===== config.mk =====
export PLATFORM = sky130hd
export DESIGN_NAME = div8_seq_flat
export DESIGN_NICKNAME = d
export VERILOG_FILES = /design/src/rtl/div8_pkg.sv /design/src/rtl/div8_seq_if.sv /design/src/rtl/div_step8.sv /design/src/rtl/div8_seq.sv /design/src/flat_wrapper.sv
export SDC_FILE = /design/constraint.sdc
export NUM_CORES = 1
export LEC_CHECK = 0
export CAP_MARGIN = 10
export CORE_AREA = 2 2 77 79
export DETAILED_ROUTE_END_ITERATION = 6
export DIE_AREA = 0 0 79 81
export PLACE_DENSITY = 0.79
export SYNTH_ARGS = -nofsm -noshare
export SYNTH_HDL_FRONTEND = slang
export SYNTH_HIERARCHICAL = 1
export SYNTH_SLANG_ARGS = --single-unit

===== constraint.sdc =====
create_clock -name clk -period 4.9 [get_ports clk]
set_clock_uncertainty 0.2 [all_clocks]
set_input_delay 0.98 -clock clk [delete_from_list [all_inputs] [get_ports clk]]
set_output_delay 0.98 -clock clk [all_outputs]
set_load 0.02 [all_outputs]

===== src/rtl/div8_pkg.sv =====
`default_nettype none
// ============================================================================
//  Module   : div8_pkg
//  Purpose  : Shared state encoding and constants for the sequential divider.
//  Revision : 1.0
// ============================================================================
package div8_pkg;

    typedef enum logic [1:0] {
        IDLE = 2'b00,
        RUN  = 2'b01,
        DONE = 2'b10
    } state_t;

    localparam int WIDTH_DEF = 8;

    // Quotient reported when the divisor is zero
    localparam logic [WIDTH_DEF-1:0] QERR = '1;

endpackage : div8_pkg
`default_nettype wire


===== src/rtl/div8_seq_if.sv =====
`default_nettype none
// ============================================================================
//  Module   : div8_seq_if
//  Purpose  : Request/result bundle between the ALU control and the divider.
//  Revision : 1.0
// ============================================================================
interface div8_seq_if #(
    parameter int WIDTH = 8
);
    logic             Start;
    logic [WIDTH-1:0] Dividend;
    logic [WIDTH-1:0] Divisor;
    logic             Busy;
    logic             Done;
    logic [WIDTH-1:0] Quotient;
    logic [WIDTH-1:0] Remainder;
    logic             DivError;

    modport master (
        output Start, Dividend, Divisor,
        input  Busy, Done, Quotient, Remainder, DivError
    );

    modport slave (
        input  Start, Dividend, Divisor,
        output Busy, Done, Quotient, Remainder, DivError
    );
endinterface : div8_seq_if
`default_nettype wire


===== src/rtl/div_step8.sv =====
`default_nettype none
// ============================================================================
//  Module   : div_step8
//  Purpose  : One combinational restoring-division step.
//  Revision : 1.0
// ============================================================================
module div_step8 #(
    parameter int WIDTH = 8
) (
    input  logic [WIDTH:0]   rem_i,
    input  logic             bit_i,
    input  logic [WIDTH-1:0] divisor_i,
    output logic [WIDTH:0]   rem_o,
    output logic             qbit_o
);

    logic [WIDTH:0] rem_sh;
    logic [WIDTH:0] dsr_ext;

    always_comb begin
        // Incoming remainder is always < divisor, so the shift never loses a bit
        rem_sh  = (rem_i << 1) | {{WIDTH{1'b0}}, bit_i};
        dsr_ext = {1'b0, divisor_i};
        if (rem_sh >= dsr_ext) begin
            rem_o  = rem_sh - dsr_ext;
            qbit_o = 1'b1;
        end else begin
            rem_o  = rem_sh;
            qbit_o = 1'b0;
        end
    end

endmodule : div_step8
`default_nettype wire


===== src/rtl/div8_seq.sv =====
`default_nettype none
// ============================================================================
//  Module   : div8_seq
//  Purpose  : Sequential unsigned restoring divider, one bit per cycle.
//  Revision : 1.0
// ============================================================================
module div8_seq
    import div8_pkg::*;
#(
    parameter int WIDTH = WIDTH_DEF
) (
    input  logic       clk,
    input  logic       rst,
    div8_seq_if.slave  bus
);

    state_t           state_q, state_d;
    logic [2:0]       cnt_q, cnt_d;
    logic [WIDTH:0]   rem_q, rem_d;
    logic [WIDTH-1:0] work_q, work_d;
    logic [WIDTH-1:0] dsr_q, dsr_d;
    logic [WIDTH-1:0] quo_q, quo_d;
    logic [WIDTH-1:0] rmd_q, rmd_d;
    logic             err_q, err_d;
    logic             busy_q, busy_d;
    logic             done_q, done_d;

    logic [WIDTH:0]   step_rem;
    logic             step_qbit;

    div_step8 #(
        .WIDTH (WIDTH)
    ) u_step (
        .rem_i     (rem_q),
        .bit_i     (work_q[WIDTH-1]),
        .divisor_i (dsr_q),
        .rem_o     (step_rem),
        .qbit_o    (step_qbit)
    );

    always_comb begin
        state_d = state_q;
        cnt_d   = cnt_q;
        rem_d   = rem_q;
        work_d  = work_q;
        dsr_d   = dsr_q;
        quo_d   = quo_q;
        rmd_d   = rmd_q;
        err_d   = err_q;
        busy_d  = busy_q;
        done_d  = 1'b0;

        case (state_q)
            IDLE: begin
                if (bus.Start) begin
                    if (bus.Divisor != '0) begin
                        state_d = RUN;
                        work_d  = bus.Dividend;
                        dsr_d   = bus.Divisor;
                        rem_d   = '0;
                        cnt_d   = '0;
                        busy_d  = 1'b1;
                    end else begin
                        state_d = DONE;
                        quo_d   = QERR;
                        rmd_d   = bus.Dividend;
                        err_d   = 1'b1;
                        done_d  = 1'b1;
                    end
                end
            end
            RUN: begin
                // Dividend bits leave at the top while quotient bits enter at the bottom
                rem_d  = step_rem;
                work_d = {work_q[WIDTH-2:0], step_qbit};
                cnt_d  = cnt_q + 3'd1;
                if (cnt_q == 3'(WIDTH - 1)) begin
                    state_d = DONE;
                    busy_d  = 1'b0;
                    done_d  = 1'b1;
                    quo_d   = {work_q[WIDTH-2:0], step_qbit};
                    rmd_d   = step_rem[WIDTH-1:0];
                    err_d   = 1'b0;
                end
            end
            DONE: begin
                state_d = IDLE;
            end
            default: begin
                state_d = IDLE;
                busy_d  = 1'b0;
            end
        endcase
    end

    always_ff @(posedge clk) begin
        if (rst) begin
            state_q <= IDLE;
            cnt_q   <= '0;
            rem_q   <= '0;
            work_q  <= '0;
            dsr_q   <= '0;
            quo_q   <= '0;
            rmd_q   <= '0;
            err_q   <= 1'b0;
            busy_q  <= 1'b0;
            done_q  <= 1'b0;
        end else begin
            state_q <= state_d;
            cnt_q   <= cnt_d;
            rem_q   <= rem_d;
            work_q  <= work_d;
            dsr_q   <= dsr_d;
            quo_q   <= quo_d;
            rmd_q   <= rmd_d;
            err_q   <= err_d;
            busy_q  <= busy_d;
            done_q  <= done_d;
        end
    end

    assign bus.Busy      = busy_q;
    assign bus.Done      = done_q;
    assign bus.Quotient  = quo_q;
    assign bus.Remainder = rmd_q;
    assign bus.DivError  = err_q;

endmodule : div8_seq
`default_nettype wire


===== src/flat_wrapper.sv =====
// flat-port wrapper written by rule: the top's interface ports become plain ports
module div8_seq_flat import div8_pkg::*;
#(
    parameter int WIDTH = WIDTH_DEF
)
  (clk, rst, bus_Start, bus_Dividend, bus_Divisor, bus_Busy, bus_Done, bus_Quotient, bus_Remainder, bus_DivError);
  div8_seq_if #(.WIDTH(WIDTH)) bus_i ();
  input  logic clk;
  input  logic rst;
  input wire logic [$bits(bus_i.Start)-1:0] bus_Start;
  input wire logic [$bits(bus_i.Dividend)-1:0] bus_Dividend;
  input wire logic [$bits(bus_i.Divisor)-1:0] bus_Divisor;
  output wire logic [$bits(bus_i.Busy)-1:0] bus_Busy;
  output wire logic [$bits(bus_i.Done)-1:0] bus_Done;
  output wire logic [$bits(bus_i.Quotient)-1:0] bus_Quotient;
  output wire logic [$bits(bus_i.Remainder)-1:0] bus_Remainder;
  output wire logic [$bits(bus_i.DivError)-1:0] bus_DivError;
  assign bus_i.Start = bus_Start;
  assign bus_i.Dividend = bus_Dividend;
  assign bus_i.Divisor = bus_Divisor;
  assign bus_Busy = bus_i.Busy;
  assign bus_Done = bus_i.Done;
  assign bus_Quotient = bus_i.Quotient;
  assign bus_Remainder = bus_i.Remainder;
  assign bus_DivError = bus_i.DivError;
  div8_seq #(.WIDTH(WIDTH)) u_core (.clk(clk), .rst(rst), .bus(bus_i));
endmodule

==> flow_metrics.tcl, run 1 <==
set metrics [dict create \
    place.port_buffers 37 \
    power.total_uw 1086 \
    setup_slack_ps 1820 \
    track_usage_pct 20.08 \
    cts_max_level 2 \
    detailed_place_hpwl_um 4272 \
    r2r-end "u_core/bus.Remainder[3]" \
    crit_slowest_cell "dfxtp_1" \
    clk_latency_ps 310 \
    crit_type "flip-flop to flip-flop" \
    postSynthAreaPerCell_um2 9.207 \
    max-vdd-ir-drop_mv 0.1698 \
    cp.required_ps 4910 \
    diodes 0 \
    fin_crit_sh_pct 62.85 \
    ctsResizeCount 0 \
    post-cts-setup-buffers 0 \
    rrSetupSlack_ps 1820 \
    setup_tns_ps 0 \
    worstSetupStartpointType "flip-flop" \
    cts_hold_buffers 0 \
    grt_pass1_vias 2184 \
    grt_overflow_total 0 \
    grt_max_degree 40 \
    syn_inst 287 \
    hp-class "flip-flop to flip-flop" \
    end_kind "flip-flop" \
    min_from "u_core/bus.Busy" \
    timing.fmax_mhz 324.7 \
    power_density_mw_per_mm2 345.7 \
    drt_wl_total_um 5991 \
    drv_slew 0 \
    avgRoutedWirePerCell_um 15.36 \
    cp_cell_sequence "inv_1 -> ha_1 -> nand2b_1 -> a211oi_1 -> a22o_1 -> or2_1 -> mux2_4 -> nor2_1 -> nor4_1 -> a31o_2" \
    yosys_warnings 6 \
    syn_area_mm2 0.002643 \
    path_max_fanout 9 \
    final_cells 390 \
    cts_tree "yes" \
    cts_root_buf "clkbuf_8" \
    vias 2277 \
    cap_viol_max_count 0 \
    clockBufferDepth 2 \
    rsz0062_at_grt "no" \
    period_needed_ps 3080 \
    dr.first_iter.drc_count 152 \
    leakagePower_uw 0.001177 \
    r2r_start "u_core/work_q[7]" \
    die_area_mm2 0.006399 \
    die_y_um 81 \
    syn_nets 317 \
    fillers 504 \
    reg2regPathDepth 10 \
    antenna_found_initial 0 \
    drc 0 \
    gp_congestion 0.8193 \
    drive_gt1_share_pct 16.83 \
    arrival_ps 3090 \
    cts_buffers 5 \
    dpl.cell_count 382 \
    die_w_um 79 \
    boundaryPins 38 \
    cts_sinks 48 \
    min_to "u_core/bus.Busy" \
    clk_pin_slew_ps 100 \
    rows 28 \
    ant_nets 0 \
    cp_slowest_stage_delay_ps 420 \
    vias_per_cell 5.838 \
    grt_first_pass_wirelength_um 10190 \
    flow.area_growth_from_synthesis_pct 18.89 \
    whs_path_depth 2 \
    status "complete, no violations" \
    firstDrtPassIters 4 \
    nets 344 \
    dp_slack_ps 1551 \
    relSlewSlack_pct 34.87 \
    setup_viol 0 \
    core-area_mm2 0.005675 \
    start_util_pct 46.56 \
    worstMarginPinSlew_ps 975.6 \
    hold_viol 0 \
]
-- flip-flops by register name (all words and copies together) (netlist names) --
register / flops
u_core/state_q: 2
u_core/dsr_q: 8
u_core/bus.Quotient: 8
u_core/cnt_q: 3
u_core/work_q: 8
u_core/rem_q: 8
u_core/bus.Remainder: 8
u_core/bus.Busy: 1
u_core/bus.Done: 1
u_core/bus.DivError: 1
-- worst max-delay path, delay by kind of cell (launching register included) --
| family | cells | cell delay (ps) |
|---|---|---|
| multiplexers | 1 | 360 |
| buffers and inverters | 1 | 70 |
| AND/OR/NAND/NOR | 4 | 790 |
| AO/OA/AOI/OAI | 3 | 920 |
| adder cells (fa/ha/maj) | 1 | 220 |
| flip-flops | 1 | 420 |
-- cells in the final DEF (no fill, tap or decap), types with 3 or more instances in the layout --
master	instances
a211oi_1	3
a211oi_2	8
a21oi_1	30
a221oi_1	4
a311oi_1	3
a31o_2	6
a31oi_1	3
buf_4	3
clkbuf_8	5
clkdlybuf4s50_1	37
dfxtp_1	48
ha_1	10
inv_1	18
mux2_4	3
mux2i_1	11
nand2_1	7
nand2b_1	3
nor2_1	41
nor3_1	5
nor4_1	9
o21ai_0	4
o221a_2	15
-- final cells by class --
class | instances | area, µm² | area share (%)
clock inverter | 3 | 68.82 | 2.190
clock buffer | 5 | 68.82 | 2.190
multi-input combinational | 200 | 1485 | 47.27
inverter | 19 | 71.32 | 2.270
tap | 75 | 93.84 | 2.987
timing repair buffer | 40 | 392.9 | 12.50
sequential | 48 | 960.9 | 30.59
-- worst max-delay path by stage --
stage / from / to / slack [ps] / cells after the start
after floorplan: u_core/dsr_q[4] / u_core/bus.Remainder[3] / 2210 / 11
after global placement: bus_Divisor[3] / u_core/work_q[3] / 1620 / 5
after detailed placement: bus_Divisor[3] / u_core/work_q[5] / 1550 / 5
after CTS: u_core/work_q[7] / u_core/bus.Remainder[6] / 1860 / 10
after global routing: u_core/dsr_q[1] / u_core/bus.Remainder[6] / 1550 / 10
final: u_core/work_q[7] / u_core/bus.Remainder[3] / 1820 / 10
-- layer usage --
metal	GRT usage, %	up-vias	routed length [µm]
met5	0	-	0
met4	7.241	0	97
met3	4.444	10	344
met2	33.31	76	2939
met1	25.81	1077	2610
li1	-	1114	-
-- per-stage QoR --
step	area, µm²	hold slack, ps	utilization (%)
global placement	3004	257.2	52.93
global route	3142	315.4	55.36
CTS	3142	294.2	55.36
finish	3142	287.4	55.36
floorplan	2643	246.8	-
detailed placement	3004	275.7	52.93
-- report_power, final --
part           switching [µW]  internal (µW)  total (µW)
clock                     143            205         348
sequential               24.0            410         434
combinational             170            134         304
No activity file was read; power rests on OpenSTA's default activity.
==> run 2, diff against run 1 <==
==> constraint.sdc (replaced) <==
create_clock -name clk -period 2.9 [get_ports clk]
set_clock_uncertainty 0.2 [all_clocks]
set_input_delay 0.58 -clock clk [delete_from_list [all_inputs] [get_ports clk]]
set_output_delay 0.58 -clock clk [all_outputs]
set_load 0.02 [all_outputs]
==> flow_metrics.tcl, run 2 (synthesis results as in run 1) <==
set metrics [dict create \
    status "complete, no violations" \
    cap_viol_max_count 0 \
    firstDrtPassIters 4 \
    diodes 0 \
    r2r-end "u_core/bus.Remainder[3]" \
    p_sw_share_pct 32.15 \
    period_needed_ps 2798 \
    dp_slack_ps 41.88 \
    crit_type "flip-flop to flip-flop" \
    drv_slew 0 \
    power.total_uw 1823 \
    die_w_um 79 \
    reg2regPathDepth 10 \
    cp_cell_sequence "inv_1 -> ha_1 -> a21o_1 -> o21bai_1 -> a211o_1 -> or2_4 -> mux2_4 -> nor2_1 -> nor4_1 -> a31o_2" \
    p_switching_uw 586.0 \
    hp-class "flip-flop to flip-flop" \
    crit_family "compound AO/OA/AOI/OAI gates" \
    cts_root_buf "clkbuf_8" \
    rrSetupSlack_ps 100 \
    vias 2314 \
    max-vdd-ir-drop_mv 0.2613 \
    worstSetupStartpointType "flip-flop" \
    place.port_buffers 37 \
    ant_nets 0 \
    worstSetupEndpoint "u_core/bus.Remainder[3]" \
    nets 358 \
    dr.first_iter.drc_count 181 \
    clk_pin_slew_ps 90 \
    r2r_start "u_core/dsr_q[4]" \
    die_area_mm2 0.006399 \
    leakagePower_uw 0.001234 \
    relSlewSlack_pct 56.24 \
    rsz0062_at_grt "no" \
    cts_buffers 5 \
    core-area_mm2 0.005675 \
    clockBufferDepth 2 \
    track_usage_pct 19.54 \
    rows 28 \
    final_cells 404 \
    drive_gt1_share_pct 21.28 \
    cp_slowest_stage_delay_ps 340 \
    clkPwrFrac_pct 26.8 \
    cts_max_level 2 \
    end_kind "flip-flop" \
    cts_hold_buffers 0 \
    p_int_uw 1237 \
    setup_slack_ps 102.4 \
    timing.fmax_mhz 357.5 \
    p_comb_share_pct 33.4 \
    grt_max_degree 39 \
    detailed_place_hpwl_um 4546 \
    min_from "u_core/bus.Busy" \
    hold_viol 0 \
    drc 0 \
    crit_slowest_cell "dfxtp_1" \
    vias_per_cell 5.728 \
    grt_pass1_vias 2084 \
    worstMarginPinSlew_ps 654.3 \
    ctsResizeCount 0 \
    setup_tns_ps 0 \
    setup_viol 0 \
    critPathBufInv 1 \
    grt_overflow_total 0 \
    layout_common_cells "48 x dfxtp_1, 41 x nor2_1, 37 x clkdlybuf4s50_1" \
    cp.depth 10 \
    power_density_mw_per_mm2 563.8 \
    boundaryPins 38 \
    grt_first_pass_wirelength_um 9867 \
    post-cts-setup-buffers 0 \
    dpl.cell_count 396 \
    start_util_pct 46.56 \
    clk_latency_ps 300 \
    antenna_found_initial 0 \
    fillers 514 \
    flow.area_growth_from_synthesis_pct 22.35 \
    drt_wl_total_um 6252 \
    seqPwrFrac_pct 39.8 \
    avgRoutedWirePerCell_um 15.48 \
    die_y_um 81 \
    cp.required_ps 2900 \
    gp_congestion 0.8416 \
    arrival_ps 2800 \
    fin_crit_sh_pct 96.47 \
    path_max_fanout 8 \
    final_common_cell "dfxtp_1" \
    startpoint "u_core/dsr_q[4]" \
    cts_sinks 48 \
    cts_tree "yes" \
]
==> run 2: changes by cell type in the layout (fill, tap and decap cells not counted), sizes merged <==
cell      previous run  this run
clkinv               1         2
clkinvlp             0         1
bufinv               2         1
inv                 19        18
buf                  3        17
==> run 2: cell type report <==
class	instances	area (µm²)	share of cell area (%)
timing repair buffer	54	498.0	15.40
inverter	19	71.32	2.206
tap	75	93.84	2.902
sequential	48	960.9	29.72
clock inverter	3	42.54	1.316
clock buffer	5	68.82	2.128
multi-input combinational	200	1498	46.32
==> run 2: worst min path at each step <==
stage | end | slack [ps] | cells after the start
2_1_floorplan | u_core/cnt_q[0] | 250 | 1
3_3_place_gp | u_core/cnt_q[0] | 260 | 1
3_5_place_dp | u_core/bus.Busy | 270 | 2
4_1_cts | u_core/cnt_q[0] | 300 | 1
5_1_grt | u_core/cnt_q[0] | 310 | 1
6_report | u_core/bus.Busy | 290 | 2
==> run 2: per-stage QoR <==
stage	area (µm²)	utilization, %	hold WS, ps
global route	3233	56.97	308.2
global placement	3109	54.78	263.5
finish	3233	56.97	288.0
CTS	3221	56.75	297.5
floorplan	2643	-	246.8
detailed placement	3109	54.78	272.6
==> run 2: power groups by stage <==
| stage | combinational (µW) | clock [µW] | sequential, µW |
|---|---|---|---|
| final | 609 | 488 | 726 |
| after global routing | 653 | 522 | 730 |
| after CTS | 585 | 497 | 725 |
| after detailed placement | 583 | 0 | 740 |
| after global placement | 573 | 0 | 739 |
| after floorplan | 425 | 0 | 729 |
==> run 2: worst register-to-register path: stages, from the launching register on <==
cell and delay [ps]:
dfxtp_1 340, inv_1 50, ha_1 320, a21o_1 230, o21bai_1 160, a211o_1 310
or2_4 310, mux2_4 330, nor2_1 140, nor4_1 70, a31o_2 240
==> run 2: per-layer routing <==
metal	GRT usage, %	wire length, µm	vias up
met5	0	0	-
met4	7.759	91	0
met3	3.667	316	9
met2	32.29	2923	78
met1	25.31	2920	1079
li1	-	-	1148
==> run 3, diff against run 2 <==
--- a/config.mk
+++ b/config.mk
@@ -6,10 +6,11 @@
 export NUM_CORES = 1
 export LEC_CHECK = 0
 export CAP_MARGIN = 10
-export CORE_AREA = 2 2 77 79
+export CORE_AREA = 2 2 74 76
 export DETAILED_ROUTE_END_ITERATION = 6
-export DIE_AREA = 0 0 79 81
-export PLACE_DENSITY = 0.79
+export DIE_AREA = 0 0 76 78
+export PLACE_DENSITY = 0.84
+export SLEW_MARGIN = 20
 export SYNTH_ARGS = -nofsm -noshare
 export SYNTH_HDL_FRONTEND = slang
 export SYNTH_HIERARCHICAL = 1
==> flow_metrics.tcl, run 3 (synthesis results as in run 1) <==
set metrics [dict create \
    status "complete, no violations" \
    die_area_mm2 0.005928 \
    gp_congestion 0.8180 \
    r2r_start "u_core/work_q[7]" \
    start_util_pct 52.41 \
    ant_nets 0 \
    timing.fmax_mhz 359.9 \
    grt_max_degree 39 \
    arrival_ps 2780 \
    max-vdd-ir-drop_mv 0.3161 \
    vias_per_cell 5.995 \
    track_usage_pct 21.78 \
    crit_type "flip-flop to flip-flop" \
    drive_gt1_share_pct 21.39 \
    nets 361 \
    final_common_cell "dfxtp_1" \
    drc 0 \
    cp_cell_sequence "inv_1 -> ha_1 -> fa_1 -> nor2b_1 -> o31a_1 -> nor4_1 -> a311oi_1 -> mux2i_1 -> nor2_1 -> nor4_2 -> a31o_1" \
    diodes 0 \
    cts_hold_buffers 0 \
    drt_wl_total_um 6412 \
    min_from "u_core/bus.Remainder[7]" \
    cp_slowest_stage_delay_ps 420 \
    relSlewSlack_pct 57.57 \
    die_w_um 76 \
    hold_viol 0 \
    grt_overflow_total 0 \
    clockBufferDepth 2 \
    fillers 444 \
    core-area_mm2 0.005042 \
    power_density_mw_per_mm2 559.9 \
    cts_root_buf "clkbuf_8" \
    worstMarginPinSlew_ps 636.5 \
    vias 2410 \
    clk_pin_slew_ps 90 \
    hp-class "flip-flop to flip-flop" \
    die_y_um 78 \
    end_kind "flip-flop" \
    detailed_place_hpwl_um 4674 \
    antenna_found_initial 0 \
    cts_sinks 48 \
    cp.required_ps 2900 \
    reg2regPathDepth 11 \
    flow.area_growth_from_synthesis_pct 22.96 \
    dr.first_iter.drc_count 230 \
    path_max_fanout 4 \
    crit_slowest_cell "fa_1" \
    cts_max_level 2 \
    period_needed_ps 2779 \
    rows 26 \
    clk_latency_ps 300 \
    cts_tree "yes" \
    r2r-end "u_core/bus.Remainder[6]" \
    rrSetupSlack_ps 120 \
    setup_viol 0 \
    setup_tns_ps 0 \
    place.port_buffers 37 \
    avgRoutedWirePerCell_um 15.95 \
    firstDrtPassIters 4 \
    fin_crit_sh_pct 95.81 \
    grt_first_pass_wirelength_um 10580 \
    grt_pass1_vias 2302 \
    whs_path_depth 1 \
    rsz0062_at_grt "no" \
    cts_buffers 5 \
    layout_common_cells "47 x dfxtp_1, 41 x nor2_1, 37 x clkdlybuf4s50_1" \
    cap_viol_max_count 0 \
    leakagePower_uw 0.001255 \
    power.total_uw 1819 \
    drv_slew 0 \
    min_to "u_core/bus.Remainder[7]" \
    boundaryPins 38 \
    worstSetupStartpointType "flip-flop" \
]
-- run 3: report_power, final --
part	switching [µW]	leakage (µW)	total [µW]	internal, µW
Sequential	36.1	0.000391	729	693
Clock	223	0.0000552	480	256
Combinational	321	0.000808	611	290
-- run 3: layout make-up --
| class | count | area, µm² | area share [%] |
|---|---|---|---|
| Timing Repair Buffer | 57 | 533.0 | 16.40 |
| Inverter | 19 | 71.32 | 2.195 |
| Tap cell | 70 | 87.58 | 2.695 |
| Clock buffer | 6 | 72.57 | 2.233 |
| Sequential cell | 48 | 962.2 | 29.61 |
| Multi-Input combinational cell | 200 | 1488 | 45.78 |
| Clock inverter | 2 | 35.03 | 1.078 |
-- run 3: through the flow --
stage | utilization, % | setup WS (ps) | cell area [µm²] | std cells | hold slack (ps)
6_report | 64.44 | 121.4 | 3249 | 402 | 287.6
3_3_place_gp | 62.08 | 119.0 | 3131 | 393 | 262.6
5_1_grt | 64.44 | 19.61 | 3249 | 402 | 312.2
2_1_floorplan | - | 205.4 | 2643 | 287 | 246.8
3_5_place_dp | 62.08 | 55.22 | 3131 | 393 | 268.7
4_1_cts | 64.22 | 10.89 | 3238 | 401 | 289.1
-- run 3: metal layers --
layer	global-route usage, %	share of wire [%]	up-vias	wire length [µm]
met4	8.545	2.9	0	186
li1	-	-	1160	-
met5	0	0	-	0
met1	27.33	42	1148	2723
met2	37.41	49	87	3129
met3	3.721	5.8	15	372
-- run 3: how the worst max path moves through the flow --
stage,depth (start not counted),end,start
detailed placement,11,u_core/bus.Remainder[3],u_core/dsr_q[4]
CTS,10,u_core/bus.Remainder[3],u_core/work_q[7]
finish,11,u_core/bus.Remainder[6],u_core/work_q[7]
floorplan,11,u_core/bus.Remainder[3],u_core/dsr_q[4]
global placement,10,u_core/bus.Remainder[4],u_core/work_q[7]
global route,11,u_core/bus.Remainder[6],u_core/work_q[7]
-- run 3: critical path: cells and delay by family, from the launching register on --
family	cells	cell delay [ps]
compound gates	3	710
buf+inv	1	60
mux	1	200
fa+ha+maj	2	640
flops	1	390
simple gates	4	470
-- run 3: timing repair --
item                                    CTS  global route
endpoints found under the setup margin    0            11
resized for setup                         0             2
setup buffers                             0             1
